File: config.mk
export PLATFORM = sky130hd
export DESIGN_NAME = aes_uart_tx_sequencer_flat
export DESIGN_NICKNAME = d
export VERILOG_FILES = /design/src/rtl/aes_uart_tx_sequencer_if.sv /design/src/rtl/aes_uart_tx_sequencer.sv /design/src/flat_wrapper.sv
export SDC_FILE = /design/constraint.sdc
export NUM_CORES = 1
export LEC_CHECK = 0
export ABC_AREA = 1
export CORE_MARGIN = 3
export CORE_UTILIZATION = 47
export DETAILED_ROUTE_END_ITERATION = 10
export PLACE_DENSITY = 0.73
export SYNTH_ARGS = -nofsm -noshare
export SYNTH_HDL_FRONTEND = slang
export SYNTH_SLANG_ARGS = --single-unit
export TNS_END_PERCENT = 20
File: constraint.sdc
create_clock -name clk -period 2.9 [get_ports clk]
set_input_delay 0.725 -clock clk [delete_from_list [all_inputs] [get_ports clk]]
set_output_delay 0.725 -clock clk [all_outputs]
set_load 0.05 [all_outputs]
File: src/rtl/aes_uart_tx_sequencer_if.sv
// Block handshake and UART byte-transaction bundle for aes_uart_tx_sequencer.
// master: the sequencer; slave: the AES/UART side that drives it.
interface aes_uart_tx_sequencer_if #(
   parameter int unsigned DATA_WIDTH  = 8,
   parameter int unsigned BLOCK_BYTES = 16
);
   logic                                blk_valid;
   logic                                blk_ready;
   logic [BLOCK_BYTES*DATA_WIDTH-1:0]   blk_data;
   logic                                tx_drive;
   logic [DATA_WIDTH-1:0]               tx_byte_in;
   logic                                tx_active;
   logic                                tx_done;
   logic                                busy;
   logic                                blk_sent;
   logic                                timeout_err;

   modport master (
      input  blk_valid, blk_data, tx_active, tx_done,
      output blk_ready, tx_drive, tx_byte_in, busy, blk_sent, timeout_err
   );

   modport slave (
      output blk_valid, blk_data, tx_active, tx_done,
      input  blk_ready, tx_drive, tx_byte_in, busy, blk_sent, timeout_err
   );
endinterface

File: src/rtl/aes_uart_tx_sequencer.sv
// Sends one AES ciphertext block, MSB byte first, through a byte-wide UART,
// with an optional header byte and a per-byte watchdog.
module aes_uart_tx_sequencer #(
   parameter int unsigned           DATA_WIDTH     = 8,
   parameter int unsigned           BLOCK_BYTES    = 16,
   parameter bit                    SEND_HEADER    = 1'b1,
   parameter logic [DATA_WIDTH-1:0] HEADER_BYTE    = 8'hA5,
   parameter int unsigned           TIMEOUT_CYCLES = 8192
) (
   input  logic                     clk,
   input  logic                     reset_n,
   aes_uart_tx_sequencer_if.master  bus
);
   localparam int unsigned BLK_W = BLOCK_BYTES * DATA_WIDTH;
   localparam int unsigned N     = BLOCK_BYTES + (SEND_HEADER ? 1 : 0);
   localparam int unsigned CNT_W = $clog2(N + 1);
   localparam int unsigned WD_W  = (TIMEOUT_CYCLES > 1) ? $clog2(TIMEOUT_CYCLES) : 1;
   localparam logic [CNT_W-1:0] LAST_BYTE = CNT_W'(N - 1);
   localparam logic [WD_W-1:0]  WD_LAST   = WD_W'(TIMEOUT_CYCLES - 1);

   typedef enum logic [1:0] {IDLE, ISSUE, WAIT_DONE, FINISH} state_t;

   state_t                state, next_state;
   logic [BLK_W-1:0]      shift_q, shift_d;
   logic [CNT_W-1:0]      byte_cnt, byte_cnt_d;
   logic [WD_W-1:0]       wd_q, wd_d;
   logic [DATA_WIDTH-1:0] tx_byte_q, tx_byte_d;
   logic                  blk_ready_q, tx_drive_q, busy_q, blk_sent_q, timeout_err_q;
   logic                  blk_ready_d, tx_drive_d, busy_d, blk_sent_d, timeout_err_d;
   logic                  accept, byte_done, wd_expired;

   assign accept     = (state == IDLE) && bus.blk_valid && blk_ready_q;
   assign byte_done  = (state == WAIT_DONE) && bus.tx_done;
   assign wd_expired = (state == WAIT_DONE) && !bus.tx_done && (wd_q == WD_LAST);

   always_ff @(posedge clk or negedge reset_n) begin
      if (!reset_n) begin
         state         <= IDLE;
         shift_q       <= '0;
         byte_cnt      <= '0;
         wd_q          <= '0;
         tx_byte_q     <= '0;
         blk_ready_q   <= 1'b0;
         tx_drive_q    <= 1'b0;
         busy_q        <= 1'b0;
         blk_sent_q    <= 1'b0;
         timeout_err_q <= 1'b0;
      end else begin
         state         <= next_state;
         shift_q       <= shift_d;
         byte_cnt      <= byte_cnt_d;
         wd_q          <= wd_d;
         tx_byte_q     <= tx_byte_d;
         blk_ready_q   <= blk_ready_d;
         tx_drive_q    <= tx_drive_d;
         busy_q        <= busy_d;
         blk_sent_q    <= blk_sent_d;
         timeout_err_q <= timeout_err_d;
      end
   end

   always_comb begin
      next_state = state;
      case (state)
         IDLE:      if (accept) next_state = ISSUE;
         ISSUE:     next_state = WAIT_DONE;
         WAIT_DONE: begin
            if (bus.tx_done)          next_state = (byte_cnt == LAST_BYTE) ? FINISH : ISSUE;
            else if (wd_q == WD_LAST) next_state = IDLE;
         end
         FINISH:    next_state = IDLE;
         default:   next_state = IDLE;
      endcase
   end

   // Watchdog is zero during ISSUE and counts that cycle, so expiry lands
   // exactly TIMEOUT_CYCLES clocks after tx_drive; it saturates, never wraps.
   always_comb begin
      shift_d    = shift_q;
      byte_cnt_d = byte_cnt;
      wd_d       = wd_q;
      if (accept) begin
         shift_d    = bus.blk_data;
         byte_cnt_d = '0;
      end else if (byte_done) begin
         byte_cnt_d = byte_cnt + CNT_W'(1);
         if (!(SEND_HEADER && (byte_cnt == '0)))
            shift_d = shift_q << DATA_WIDTH;
      end
      if (next_state == ISSUE)
         wd_d = '0;
      else if (((state == ISSUE) || (state == WAIT_DONE)) && (wd_q != WD_LAST))
         wd_d = wd_q + WD_W'(1);
   end

   always_comb begin
      blk_ready_d   = (next_state == IDLE);
      busy_d        = (next_state != IDLE);
      tx_drive_d    = (next_state == ISSUE);
      blk_sent_d    = (next_state == FINISH);
      timeout_err_d = wd_expired;
      tx_byte_d     = tx_byte_q;
      if (next_state == ISSUE)
         tx_byte_d = (SEND_HEADER && (byte_cnt_d == '0)) ? HEADER_BYTE
                                                        : shift_d[BLK_W-1 -: DATA_WIDTH];
   end

   assign bus.blk_ready   = blk_ready_q;
   assign bus.tx_drive    = tx_drive_q;
   assign bus.tx_byte_in  = tx_byte_q;
   assign bus.busy        = busy_q;
   assign bus.blk_sent    = blk_sent_q;
   assign bus.timeout_err = timeout_err_q;
endmodule

File: src/flat_wrapper.sv
// flat-port wrapper written by rule: the top's interface ports become plain ports
module aes_uart_tx_sequencer_flat 
#(
   parameter int unsigned           DATA_WIDTH     = 8,
   parameter int unsigned           BLOCK_BYTES    = 16,
   parameter bit                    SEND_HEADER    = 1'b1,
   parameter logic [DATA_WIDTH-1:0] HEADER_BYTE    = 8'hA5,
   parameter int unsigned           TIMEOUT_CYCLES = 8192
)
  (clk, reset_n, bus_blk_valid, bus_blk_data, bus_tx_active, bus_tx_done, bus_blk_ready, bus_tx_drive, bus_tx_byte_in, bus_busy, bus_blk_sent, bus_timeout_err);
  aes_uart_tx_sequencer_if #(.DATA_WIDTH(DATA_WIDTH), .BLOCK_BYTES(BLOCK_BYTES)) bus_i ();
  input  logic clk;
  input  logic reset_n;
  input wire logic [$bits(bus_i.blk_valid)-1:0] bus_blk_valid;
  input wire logic [$bits(bus_i.blk_data)-1:0] bus_blk_data;
  input wire logic [$bits(bus_i.tx_active)-1:0] bus_tx_active;
  input wire logic [$bits(bus_i.tx_done)-1:0] bus_tx_done;
  output wire logic [$bits(bus_i.blk_ready)-1:0] bus_blk_ready;
  output wire logic [$bits(bus_i.tx_drive)-1:0] bus_tx_drive;
  output wire logic [$bits(bus_i.tx_byte_in)-1:0] bus_tx_byte_in;
  output wire logic [$bits(bus_i.busy)-1:0] bus_busy;
  output wire logic [$bits(bus_i.blk_sent)-1:0] bus_blk_sent;
  output wire logic [$bits(bus_i.timeout_err)-1:0] bus_timeout_err;
  assign bus_i.blk_valid = bus_blk_valid;
  assign bus_i.blk_data = bus_blk_data;
  assign bus_i.tx_active = bus_tx_active;
  assign bus_i.tx_done = bus_tx_done;
  assign bus_blk_ready = bus_i.blk_ready;
  assign bus_tx_drive = bus_i.tx_drive;
  assign bus_tx_byte_in = bus_i.tx_byte_in;
  assign bus_busy = bus_i.busy;
  assign bus_blk_sent = bus_i.blk_sent;
  assign bus_timeout_err = bus_i.timeout_err;
  aes_uart_tx_sequencer #(.DATA_WIDTH(DATA_WIDTH), .BLOCK_BYTES(BLOCK_BYTES), .SEND_HEADER(SEND_HEADER), .HEADER_BYTE(HEADER_BYTE), .TIMEOUT_CYCLES(TIMEOUT_CYCLES)) u_core (.clk(clk), .reset_n(reset_n), .bus(bus_i));
endmodule
# [Yosys cells after proc, flatten, opt, wreduce, memory -nomap -nowiden]
# Index checks and enable logic that the tools add are counted.
[op_classes] reduce_logical=16 order_cmp=0 div=0 eq_ne=9 n_addsub=2 shift=0 multipliers=0 n_bitwise=0 muxes=13
[ops] operator="2-to-1 mux 128 bit" n=3
[ops] operator="2-to-1 mux 13 bit" n=2
[ops] operator="adder 13 x 1 -> 13 bit (second input constant)" n=1
[ops] operator="equality test 13 bit (second input constant)" n=1
[ops] operator="inequality test 13 bit (second input constant)" n=1
[ops] operator="logical NOT 5 bit" n=2
[ops] operator="2-to-1 mux 5 bit" n=2
[ops] operator="2-to-1 mux 2 bit" n=4
[ops] operator="2-to-1 mux 8 bit" n=1
[ops] operator="case mux 2 bit (4 select lines)" n=1
[ops] operator="equality test 2 bit (second input constant)" n=3
[ops] operator="logical AND 1 bit" n=6
[ops] operator="nonzero test 2 bit" n=3
[ops] operator="adder 5 x 1 -> 5 bit (second input constant)" n=1
[ops] operator="equality test 5 bit (second input constant)" n=1
[ops] operator="equality test 2 x 1 -> 1 bit (second input constant)" n=2
[ops] operator="logical NOT 2 bit" n=2
[ops] operator="inequality test 2 x 1 -> 1 bit (second input constant)" n=1
[ops] operator="AND reduction 2 bit" n=1
[ops] operator="logical NOT 1 bit" n=1
[ops] operator="logical OR 1 bit" n=1
[word_totals] register_bits=161 latchBits=0 n_memories=0 input_bits=133 word_cells=51 out_inout_bits=13 romBits=0 mem_bits_rw=0

# [Longest topological paths before layout]
# Gate-level depths: netlist of run 1.
[logic_depth] ltp_word=7 mapped_depth=13 depth_no_buf=13

# [Worst setup path before layout of run 1]
# Ideal clock, no wire load.
[synth_path] kind="input port to flip-flop" from="in bus_blk_valid" to="reg u_core.shift_q[79]" slack_ns=1.138 required_ns=2.813 path_buffers=3 path_stages=6 arrival_ns=1.675 path_cell_list="nand3_2 -> buf_2 -> buf_2 -> clkbuf_1 -> nand3_1 -> o211ai_1"
[synth_via] elab_chain_len=4
[synth_rtl] item="from (decl)" line_no="flat_wrapper.sv:14" text="input wire logic [$bits(bus_i.blk_valid)-1:0] bus_blk_valid;"
[synth_rtl] item="logical AND 1 bit (*) (2 in a row)" line_no="aes_uart_tx_sequencer.sv:32" text="assign accept = (state == IDLE) && bus.blk_valid && blk_ready_q;"
[synth_rtl] item="inequality test 2 x 1 -> 1 bit (no source line) or nonzero test 2 bit (tied branches)"
[synth_rtl] item="AND reduction 2 bit (no source line)"
[synth_rtl] item="to (signal assigned)" line_no="aes_uart_tx_sequencer.sv:50" text="shift_q <= shift_d;"
[synth_rtl] item="to (decl)" line_no="aes_uart_tx_sequencer.sv:24" text="logic [BLK_W-1:0] shift_q, shift_d;"
# Mark *: on every way between the ends. The rest lies on a longest branch, timed or not.
# A chain may end at the register's enable or synchronous reset.

# [Worst setup path after layout of run 1]
[layout_path] from="reg u_core.tx_byte_q[1] (netlist: u_core.bus.tx_byte_in[1])" to="out bus_tx_byte_in[1]"
[layout_lines] item="from (decl)" line_no="aes_uart_tx_sequencer.sv:27" text="logic [DATA_WIDTH-1:0] tx_byte_q, tx_byte_d;"
[layout_lines] item="from (signal assigned)" line_no="aes_uart_tx_sequencer.sv:53" text="tx_byte_q <= tx_byte_d;"
[layout_lines] item="to (decl)" line_no="flat_wrapper.sv:20" text="output wire logic [$bits(bus_i.tx_byte_in)-1:0] bus_tx_byte_in;"
# No word-level cell between the ends.

==> impl_metrics.tcl, run 1 <==
set metrics [dict create \
    rows 45 \
    finalCritPeriodShare_pct 79.71 \
    worstSetupPathType "reg -> out" \
    path_cells "clkdlybuf4s50_1" \
    final.setup.tns_ns 0 \
    slowest_stage "clkdlybuf4s50_1" \
    io-pin-count 146 \
    avgSynthCellArea_um2 8.988 \
    clock_skew_ns 0.01084 \
    critPathMaxStageDelay_ns 0.81 \
    start_kind "flop" \
    r2r_slack_ns 0.71 \
    synth_cells 838 \
    yosysSeqAreaShare_pct 53.49 \
    dp_hpwl_um 12490 \
    outcome "completed" \
    syn_nets 976 \
    r2r_start "u_core.state[0]$_DFF_PN0_" \
    design.core.area_um2 15430 \
    finalSetupViolations 0 \
    vias 6260 \
    cts_resized 0 \
    r2r-end "u_core.bus.tx_byte_in[5]$_DFFE_PN0N_" \
    final_cells 1189 \
    via_per_inst 5.265 \
    drt_first_iter_violations 413 \
    start_util_pct 48.82 \
    ctsHoldBuffers 0 \
    layout-drive-gt1-share_pct 8.487 \
    cts_setup_buffers 0 \
    area_growth_pct 30.70 \
    async_flop_share_pct 100.0 \
    fin_nets 1103 \
    end_kind "primary output" \
    leakagePower_nw 4.301 \
    grt_usage_pct 21.67 \
    die_area_um2 17580 \
    htree_levels 4 \
    drc_errors 0 \
    clock.fmax_mhz 432.6 \
    critPathTopFamily "buffers and inverters" \
    final_common_cell "nand2_1" \
    cp.required_ns 2.17 \
    slew_violations 0 \
    grt_pass1_vias 6118 \
    clk_pin_slew_worst_paths_ns 0.06 \
    yosysWarnings 0 \
    rsz0062_at_grt "no" \
    arrival_ns 1.59 \
    drt-wirelength-per-cell_um 15.60 \
    dp_slack_ns 0.2812 \
    cts_tree "yes" \
    die_h_um 132.6 \
    final_cell_mix "243 x nand2_1, 161 x dfrtp_1, 143 x clkdlybuf4s50_1" \
    finalHoldViolCount 0 \
    syn_area_um2 7532 \
    antennaDiodeCount 0 \
    cp_max_fo 2 \
    clk_latency_ns 0.43 \
    setup_ws_ns 0.5884 \
    hold_class "in -> async" \
    placed_cells 1157 \
    firstDrtPassIters 5 \
    port_buffers 144 \
    synth-seq-cells 161 \
    relSlewSlack_pct 58.49 \
    grt_pass1_wl_um 30880 \
    grt_overflow_total 0 \
    ant_nets 0 \
    tightest_slew_ns 0.6227 \
    critPathBufInv 1 \
    clockRootBuffer "clkbuf_16" \
    maxCapViolCount 0 \
    synth_edf_count 0 \
    r2r_cells 12 \
    synth_cell_type_count 35 \
    cts_sinks 161 \
    power.density_nw_per_um2 1014 \
    gp_congestion 0.8409 \
    cts_made_buffers 17 \
    finalCriticalPeriod_ns 2.312 \
    grt_max_degree 83 \
    wl_um 18550 \
    dominantRegCellSynth "dfrtp_1" \
    die-width_um 132.6 \
    cts.path.max_buffers 2 \
    ir_worst_vdd_mv 0.5799 \
    antenna_found_initial 0 \
]
[registers in the layout (all words and copies together) (netlist names)]
signal,cells
u_core.bus.blk_sent,1
u_core.state,2
u_core.bus.busy,1
u_core.bus.timeout_err,1
u_core.bus.blk_ready,1
u_core.wd_q,13
u_core.byte_cnt,5
u_core.bus.tx_byte_in,8
u_core.shift_q,128
u_core.bus.tx_drive,1
[cells in the mapped netlist, types with 3 or more instances]
master      n  area share, %
buf_2      21            1.4
o311ai_0   15            1.7
a21oi_1    12           0.80
clkbuf_1   22            1.1
inv_1      86            4.3
inv_2       4           0.20
a22o_1      5           0.58
buf_6       4           0.60
nor2_1     27            1.3
o21ai_1    12           0.80
o311ai_1   39            4.5
nor2_4      8            1.2
dfrtp_1   161             53
nor3_1      6           0.40
nor2_2      5           0.42
ha_1        5           0.83
nand2_2     4           0.33
nand4_1     3           0.25
xor2_1      5           0.58
nand2_1   243             12
buf_1       3           0.15
buf_4       3           0.30
nand3_2     3           0.40
nand3_1    76            5.0
o211ai_1   48            4.8
o21ai_0     5           0.33
a211oi_2    3           0.50
[where the power goes]
| group | switching [mW] | internal (mW) |
|---|---|---|
| logic | 2.37 | 1.48 |
| clock network | 0.914 | 1.55 |
| registers | 0.435 | 3.22 |
| total | 3.72 | 6.26 |
[how the worst max path moves through the flow]
| stage | start | end | slack [ns] | cells past startpoint |
|---|---|---|---|---|
| after floorplan | bus_blk_valid | u_core.shift_q[79]$_DFFE_PN0P_ | 1.14 | 6 |
| after global placement | bus_blk_valid | u_core.bus.tx_byte_in[2]$_DFFE_PN0N_ | 0.33 | 11 |
| after detailed placement | bus_blk_valid | u_core.wd_q[1]$_DFFE_PN0P_ | 0.28 | 10 |
| after CTS | u_core.bus.tx_byte_in[1]$_DFFE_PN0N_ | bus_tx_byte_in[1] | 0.56 | 1 |
| after global routing | u_core.state[0]$_DFF_PN0_ | u_core.bus.tx_byte_in[5]$_DFFE_PN0N_ | 0.51 | 12 |
| final | u_core.bus.tx_byte_in[1]$_DFFE_PN0N_ | bus_tx_byte_in[1] | 0.59 | 1 |
[cell type report]
class	instances	area [um^2]
Tap cell	211	264.0
Multi-Input combinational cell	531	2867
Sequential cell	161	4029
Clock buffer	19	442.9
Clock inverter	13	209.0
Inverter	92	355.3
Timing Repair Buffer	162	1678
Fill cell	1292	5583
[through the flow]
step,utilization [%],area (um^2),power (mW),hold WS [ns]
floorplan,-,7532,6.456,0.4294
global placement,59.59,9193,7.424,0.4658
detailed placement,59.59,9193,7.547,0.4657
CTS,63.81,9844,10.06,0.3171
global route,63.81,9844,10.68,0.3287
finish,63.81,9844,9.978,0.2960
[cells by family (layout without fill, tap and decap cells)]
group,count (synthesis),count (layout),share of synthesized area [%]
XOR/XNOR,6,6,0.6977
AND/OR/NAND/NOR,378,378,22.14
adder cells (fa/ha/maj),5,5,0.8306
buffers and inverters,146,286,8.455
AO/OA/AOI/OAI,142,142,14.39
flip-flops,161,161,53.49
[per-layer routing]
| layer | GRT usage (%) | wire [um] | up-vias |
|---|---|---|---|
| met1 | 29.70 | 8504 | 2995 |
| li1 | - | - | 3067 |
| met5 | 0 | 0 | - |
| met3 | 5.361 | 934 | 17 |
| met2 | 35.25 | 8943 | 181 |
| met4 | 4.734 | 169 | 0 |
Note: power is estimated with default switching activity, not from simulation.
==> run 2, diff against run 1 <==
- PLACE_DENSITY: 0.73 -> 0.76
- clock period: 2.9 -> 1.98 ns (I/O delays scaled with it)
==> impl_metrics.tcl, run 2 (synthesis results as in run 1) <==
set metrics [dict create \
    slew_violations 0 \
    ant_nets 0 \
    power.density_nw_per_um2 1458 \
    via_per_inst 5.227 \
    design.core.area_um2 15430 \
    path_cells "inv_1 -> ha_2 -> nand3_4 -> buf_4 -> nand3_1 -> nand2_1 -> nor2_2 -> nand3_4 -> nand3_1 -> nand2_1 -> nand2_1" \
    cpMostUsedCell "nand2_1" \
    swShare_pct 37.68 \
    antennaDiodeCount 0 \
    stdcell_area_um2 10060 \
    pwr-share-clk_pct 21.8 \
    pwr-share-seq_pct 36.7 \
    die-width_um 132.6 \
    grt_overflow_total 0 \
    nFillCells 1314 \
    area_growth_pct 33.54 \
    clock_skew_ns 0.006431 \
    hold_class "in -> async" \
    gp_congestion 0.8382 \
    dp_hpwl_um 12940 \
    cts_sinks 161 \
    final_core_util_pct 65.20 \
    grt_pass1_vias 6361 \
    wl_um 18530 \
    worstSetupPathType "reg -> reg" \
    clock.fmax_mhz 542.3 \
    multiInputGateArea_um2 2902 \
    final_cell_mix "243 x nand2_1, 161 x dfrtp_1, 130 x clkdlybuf4s50_1" \
    die_area_um2 17580 \
    clockRootBuffer "clkbuf_16" \
    drc_errors 0 \
    setup_ws_ns 0.1360 \
    end_kind "flop" \
    finalCriticalPeriod_ns 1.844 \
    grt_usage_pct 21.79 \
    cts_tree "yes" \
    finalCritPeriodShare_pct 93.13 \
    finalSetupViolations 0 \
    cts_made_buffers 17 \
    place_area_um2 9448 \
    start_util_pct 48.82 \
    start_kind "flop" \
    io-pin-count 146 \
    cts_setup_buffers 0 \
    maxCapViolCount 0 \
    vias 6361 \
    switching_power_mw 5.526 \
    leakagePower_nw 4.464 \
    htree_levels 4 \
    antenna_found_initial 0 \
    largest_register_ffs 128 \
    register_area_um2 4029 \
    layout-drive-gt1-share_pct 12.13 \
    arrival_ns 2.20 \
    cp_max_fo 8 \
    drt_first_iter_violations 394 \
    fin_nets 1132 \
    critPathMaxStageDelay_ns 0.43 \
    grt_pass1_wl_um 31190 \
    firstDrtPassIters 5 \
    final_common_cell "nand2_1" \
    final.setup.tns_ns 0 \
    ir_worst_vdd_mv 0.7294 \
    critPathTopFamily "simple AND/OR/NAND/NOR gates" \
    dp_slack_ns -0.2184 \
    clk_latency_ns 0.42 \
    grt_max_degree 60 \
    clk_pin_slew_worst_paths_ns 0.06 \
    drt-wirelength-per-cell_um 15.22 \
    p_comb_share_pct 41.5 \
    ctsHoldBuffers 0 \
    cts.path.max_buffers 2 \
    cp.required_ns 2.33 \
    rows 45 \
    port_buffers 144 \
    rsz0062_at_grt "no" \
    intPower_mw 9.139 \
    die_h_um 132.6 \
    finalHoldViolCount 0 \
    relSlewSlack_pct 66.79 \
    tightest_slew_ns 0.5001 \
    outcome "completed" \
    slowest_stage "dfrtp_1" \
    max_flop_register "u_core.shift_q" \
    critPathBufInv 2 \
]
==> run 2: changes by cell type in the layout (fill, tap and decap cells not counted), sizes merged <==
| cell | change |
|---|---|
| buf | +34 |
| clkbuf | +1 |
| clkinv | +2 |
| bufinv | -3 |
| inv | -1 |
| dlygate4sd2 | +8 |
| clkdlybuf4s50 | -13 |
==> run 2: timing repair <==
item                                    4_1_cts  5_1_grt
pin swaps                                     0        0
endpoints found under the setup margin        8       25
resized for setup                             8       10
==> run 2: area by class of cell <==
cell class                      instances  area share (%)
Clock buffer                           20           4.640
Timing Repair Buffer                  191           19.16
Multi-Input combinational cell        531           28.85
Inverter                               92           3.558
Tap cell                              211           2.625
Clock inverter                         11           1.120
Sequential cell                       161           40.05
==> run 2: path summary, 6_finish.rpt <==
check                      depth (start not counted)  slack (ns)                                  from                                    to
setup / recovery                                  11        0.14             u_core.state[1]$_DFF_PN0_  u_core.bus.tx_byte_in[7]$_DFFE_PN0N_
hold / removal                                     1        0.01                               reset_n  u_core.bus.tx_byte_in[7]$_DFFE_PN0N_
setup reg to reg                                  11        0.14             u_core.state[1]$_DFF_PN0_  u_core.bus.tx_byte_in[7]$_DFFE_PN0N_
hold reg to reg                                    2        0.47  u_core.bus.tx_byte_in[5]$_DFFE_PN0N_  u_core.bus.tx_byte_in[5]$_DFFE_PN0N_
max in group asynchronous                          2        1.33                               reset_n       u_core.shift_q[112]$_DFFE_PN0P_
min in group clk                                   2        0.47  u_core.bus.tx_byte_in[5]$_DFFE_PN0N_  u_core.bus.tx_byte_in[5]$_DFFE_PN0N_
==> run 2: power groups by stage <==
| stage | Clock (mW) | Combinational (mW) | Sequential [mW] |
|---|---|---|---|
| 6_report | 3.20 | 6.09 | 5.38 |
| 5_1_grt | 3.38 | 6.82 | 5.52 |
| 2_1_floorplan | 0 | 3.83 | 5.63 |
| 3_5_place_dp | 0 | 6.05 | 5.41 |
| 4_1_cts | 3.26 | 6.06 | 5.37 |
| 3_3_place_gp | 0 | 5.88 | 5.36 |
==> run 2: per-layer routing <==
layer	wire, um	vias to the layer above	share of wire, %	GRT usage (%)
met5	0	-	0	0
met4	192	0	1.0	4.965
met3	1099	17	5.9	4.829
met2	8978	201	48	35.99
met1	8258	3020	45	29.67
li1	-	3123	-	-
==> run 2: stage by stage <==
stage	std cells	hold WS, ns	power [mW]
final	1217	0.01408	14.67
after global routing	1217	0.02968	15.72
after CTS	1217	0.02366	14.68
after detailed placement	1186	0.4645	11.46
after global placement	1186	0.4636	11.25
after floorplan	838	0.1994	9.455
==> run 3, diff against run 2 <==
- ABC_AREA: 1 -> default
- PLACE_DENSITY: 0.76 -> 0.77
==> impl_metrics.tcl, run 3 <==
set metrics [dict create \
    fin_nets 1042 \
    clock.fmax_mhz 511.5 \
    critPathMaxStageDelay_ns 0.35 \
    firstDrtPassIters 5 \
    leakagePower_nw 4.217 \
    design.core.area_um2 15370 \
    cts.path.max_buffers 2 \
    cts_sinks 161 \
    drt_first_iter_violations 383 \
    clockRootBuffer "clkbuf_16" \
    clk_latency_ns 0.43 \
    synth_cells 722 \
    ant_nets 0 \
    synthSimpleGateAreaFrac_pct 12.25 \
    synth_compound_area_share_pct 10.77 \
    grt_pass1_wl_um 29280 \
    layout-drive-gt1-share_pct 15.38 \
    synthXorXnorAreaFrac_pct 1.765 \
    rsz0062_at_grt "yes" \
    yosysSeqAreaShare_pct 54.12 \
    synth_cell_type_count 43 \
    grt_pass1_vias 5879 \
    arrival_ns 2.26 \
    finalCriticalPeriod_ns 1.955 \
    area_growth_pct 38.94 \
    htree_levels 4 \
    tightest_slew_ns 0.5492 \
    power.total_mw 14.38 \
    ir_worst_vdd_mv 0.6935 \
    dominantRegCellSynth "dfrtp_1" \
    clk_pin_slew_worst_paths_ns 0.06 \
    finalHoldViolCount 0 \
    end_kind "flop" \
    grt_usage_pct 20.77 \
    placed_cells 1088 \
    drc_errors 0 \
    synth_adder_area_share_pct 0.8403 \
    synth_area_leaders "dfrtp_1 54%, mux2i_1 16%, o21ai_0 8.5%, nand2_1 6.9%, clkbuf_1 1.5%" \
    die_area_um2 17390 \
    start_kind "flop" \
    io-pin-count 146 \
    r2r_slack_ns 0.02 \
    synth_edf_count 0 \
    synth_top_area_share_pct 54.12 \
    wl_um 17880 \
    syn_nets 860 \
    final_cell_mix "160 x dfrtp_1, 135 x nand2_1, 130 x clkdlybuf4s50_1" \
    setup_ws_ns 0.02481 \
    hold_class "reg -> reg" \
    finalCritPeriodShare_pct 98.75 \
    grt_overflow_total 0 \
    yosys-top-cells-count "161 x dfrtp_1, 137 x nand2_1, 126 x o21ai_0, 120 x mux2i_1" \
    avgSynthCellArea_um2 10.31 \
    cts_tree "yes" \
    antenna_found_initial 1 \
    final_common_cell "dfrtp_1" \
    power.density_nw_per_um2 1390 \
    yosysTopAreaCell "dfrtp_1" \
    relSlewSlack_pct 63.17 \
    dp_slack_ns -0.3936 \
    cp.required_ns 2.29 \
    synth_most_common_cell "dfrtp_1" \
    rows 45 \
    final_cells 1129 \
    dp_hpwl_um 12670 \
    synth-seq-cells 161 \
    die_h_um 131.9 \
    cp_max_fo 6 \
    cts_made_buffers 17 \
    muxShareOfSynthArea_pct 16.94 \
    async_flop_share_pct 100.0 \
    drt-wirelength-per-cell_um 15.84 \
    worstSetupPathType "reg -> reg" \
    die-width_um 131.9 \
    largest_register_ffs 128 \
    final.setup.tns_ns 0 \
    clock_skew_ns 0.01058 \
    slowest_stage "dfrtp_1" \
    start_util_pct 48.43 \
    port_buffers 144 \
    synth_top_family_by_area "multiplexers" \
    maxCapViolCount 0 \
    yosysWarnings 0 \
    outcome "completed" \
    syn_area_um2 7445 \
    slew_violations 0 \
    vias 5805 \
    finalSetupViolations 0 \
    gp_congestion 0.8523 \
    path_cells "ha_2 -> nand4_1 -> buf_4 -> nor3_2 -> buf_4 -> o22ai_2 -> or2_4 -> inv_8 -> mux2_4" \
    grt_max_degree 66 \
    max_flop_register "u_core.shift_q" \
    cpMostUsedCell "buf_4" \
    via_per_inst 5.142 \
]
[run 3: worst paths after layout]
| kind | from | endpoint | depth (start not counted) |
|---|---|---|---|
| worst max register to register | u_core.wd_q[1]$_DFFE_PN0P_ | u_core.bus.tx_byte_in[0]$_DFFE_PN0N_ | 9 |
| min in group asynchronous | reset_n | u_core.shift_q[78]$_DFFE_PN0P_ | 2 |
| worst max-delay path | u_core.wd_q[1]$_DFFE_PN0P_ | u_core.bus.tx_byte_in[0]$_DFFE_PN0N_ | 9 |
| worst min-delay path | u_core.shift_q[7]$_DFFE_PN0P_ | u_core.shift_q[7]$_DFFE_PN0P_ | 2 |
| max in group asynchronous | reset_n | u_core.shift_q[114]$_DFFE_PN0P_ | 3 |
| worst min register to register | u_core.shift_q[7]$_DFFE_PN0P_ | u_core.shift_q[7]$_DFFE_PN0P_ | 2 |
[run 3: worst max-delay path: cells and delay by family (launching register included)]
kind	cells	cell delay, ns
AO/OA/AOI/OAI	1	0.06
adder cells (fa/ha/maj)	1	0.19
buffers and inverters	3	0.40
flip-flops	1	0.35
multiplexers	1	0.29
AND/OR/NAND/NOR	3	0.55
[run 3: routing by layer]
layer  global-route usage (%)  wire length [um]
met3                    4.504               690
met1                    27.55              8080
met2                    34.04              8818
met4                    7.176               293
met5                        0                 0
[run 3: through the flow]
stage / hold slack (ns) / utilization [%] / cell area [um^2]
2_1_floorplan: 0.1994 / - / 7483
3_3_place_gp: 0.4355 / 62.36 / 9585
3_5_place_dp: 0.4374 / 62.36 / 9585
4_1_cts: 0.5168 / 66.54 / 10230
5_1_grt: 0.5473 / 67.29 / 10340
6_report: 0.5307 / 67.29 / 10340
[run 3: timing repair]
item / 4_1_cts / 5_1_grt
hold buffers: 1 / 0
pin swaps: 3 / 8
resized for setup: 8 / 14
cloned: 0 / 0
endpoints found under the setup margin: 115 / 73
buffers inserted: 0 / 8
endpoints found under the hold margin: 35 / 0
[run 3: final cells by class]
cell class | count | area (um^2)
Inverter | 8 | 37.54
Antenna cell | 1 | 2.502
Fill cell | 1156 | 5027
Multi-Input combinational cell | 505 | 3294
Timing Repair Buffer | 211 | 2106
Sequential cell | 161 | 4030
Clock buffer | 21 | 480.5
Clock inverter | 11 | 128.9
Tap cell | 211 | 264.0
[run 3: kinds of logic after synthesis]
family / count (synthesis)
flip-flops: 161
multiplexers: 124
AND/OR/NAND/NOR: 210
XOR/XNOR: 15
adder cells (fa/ha/maj): 5
AO/OA/AOI/OAI: 151
buffers and inverters: 56
[run 3: power by group]
| group | total, mW | internal [mW] | switching [mW] |
|---|---|---|---|
| clock network | 3.33 | 2.00 | 1.34 |
| registers | 5.52 | 4.66 | 0.862 |
| logic | 5.52 | 2.69 | 2.83 |
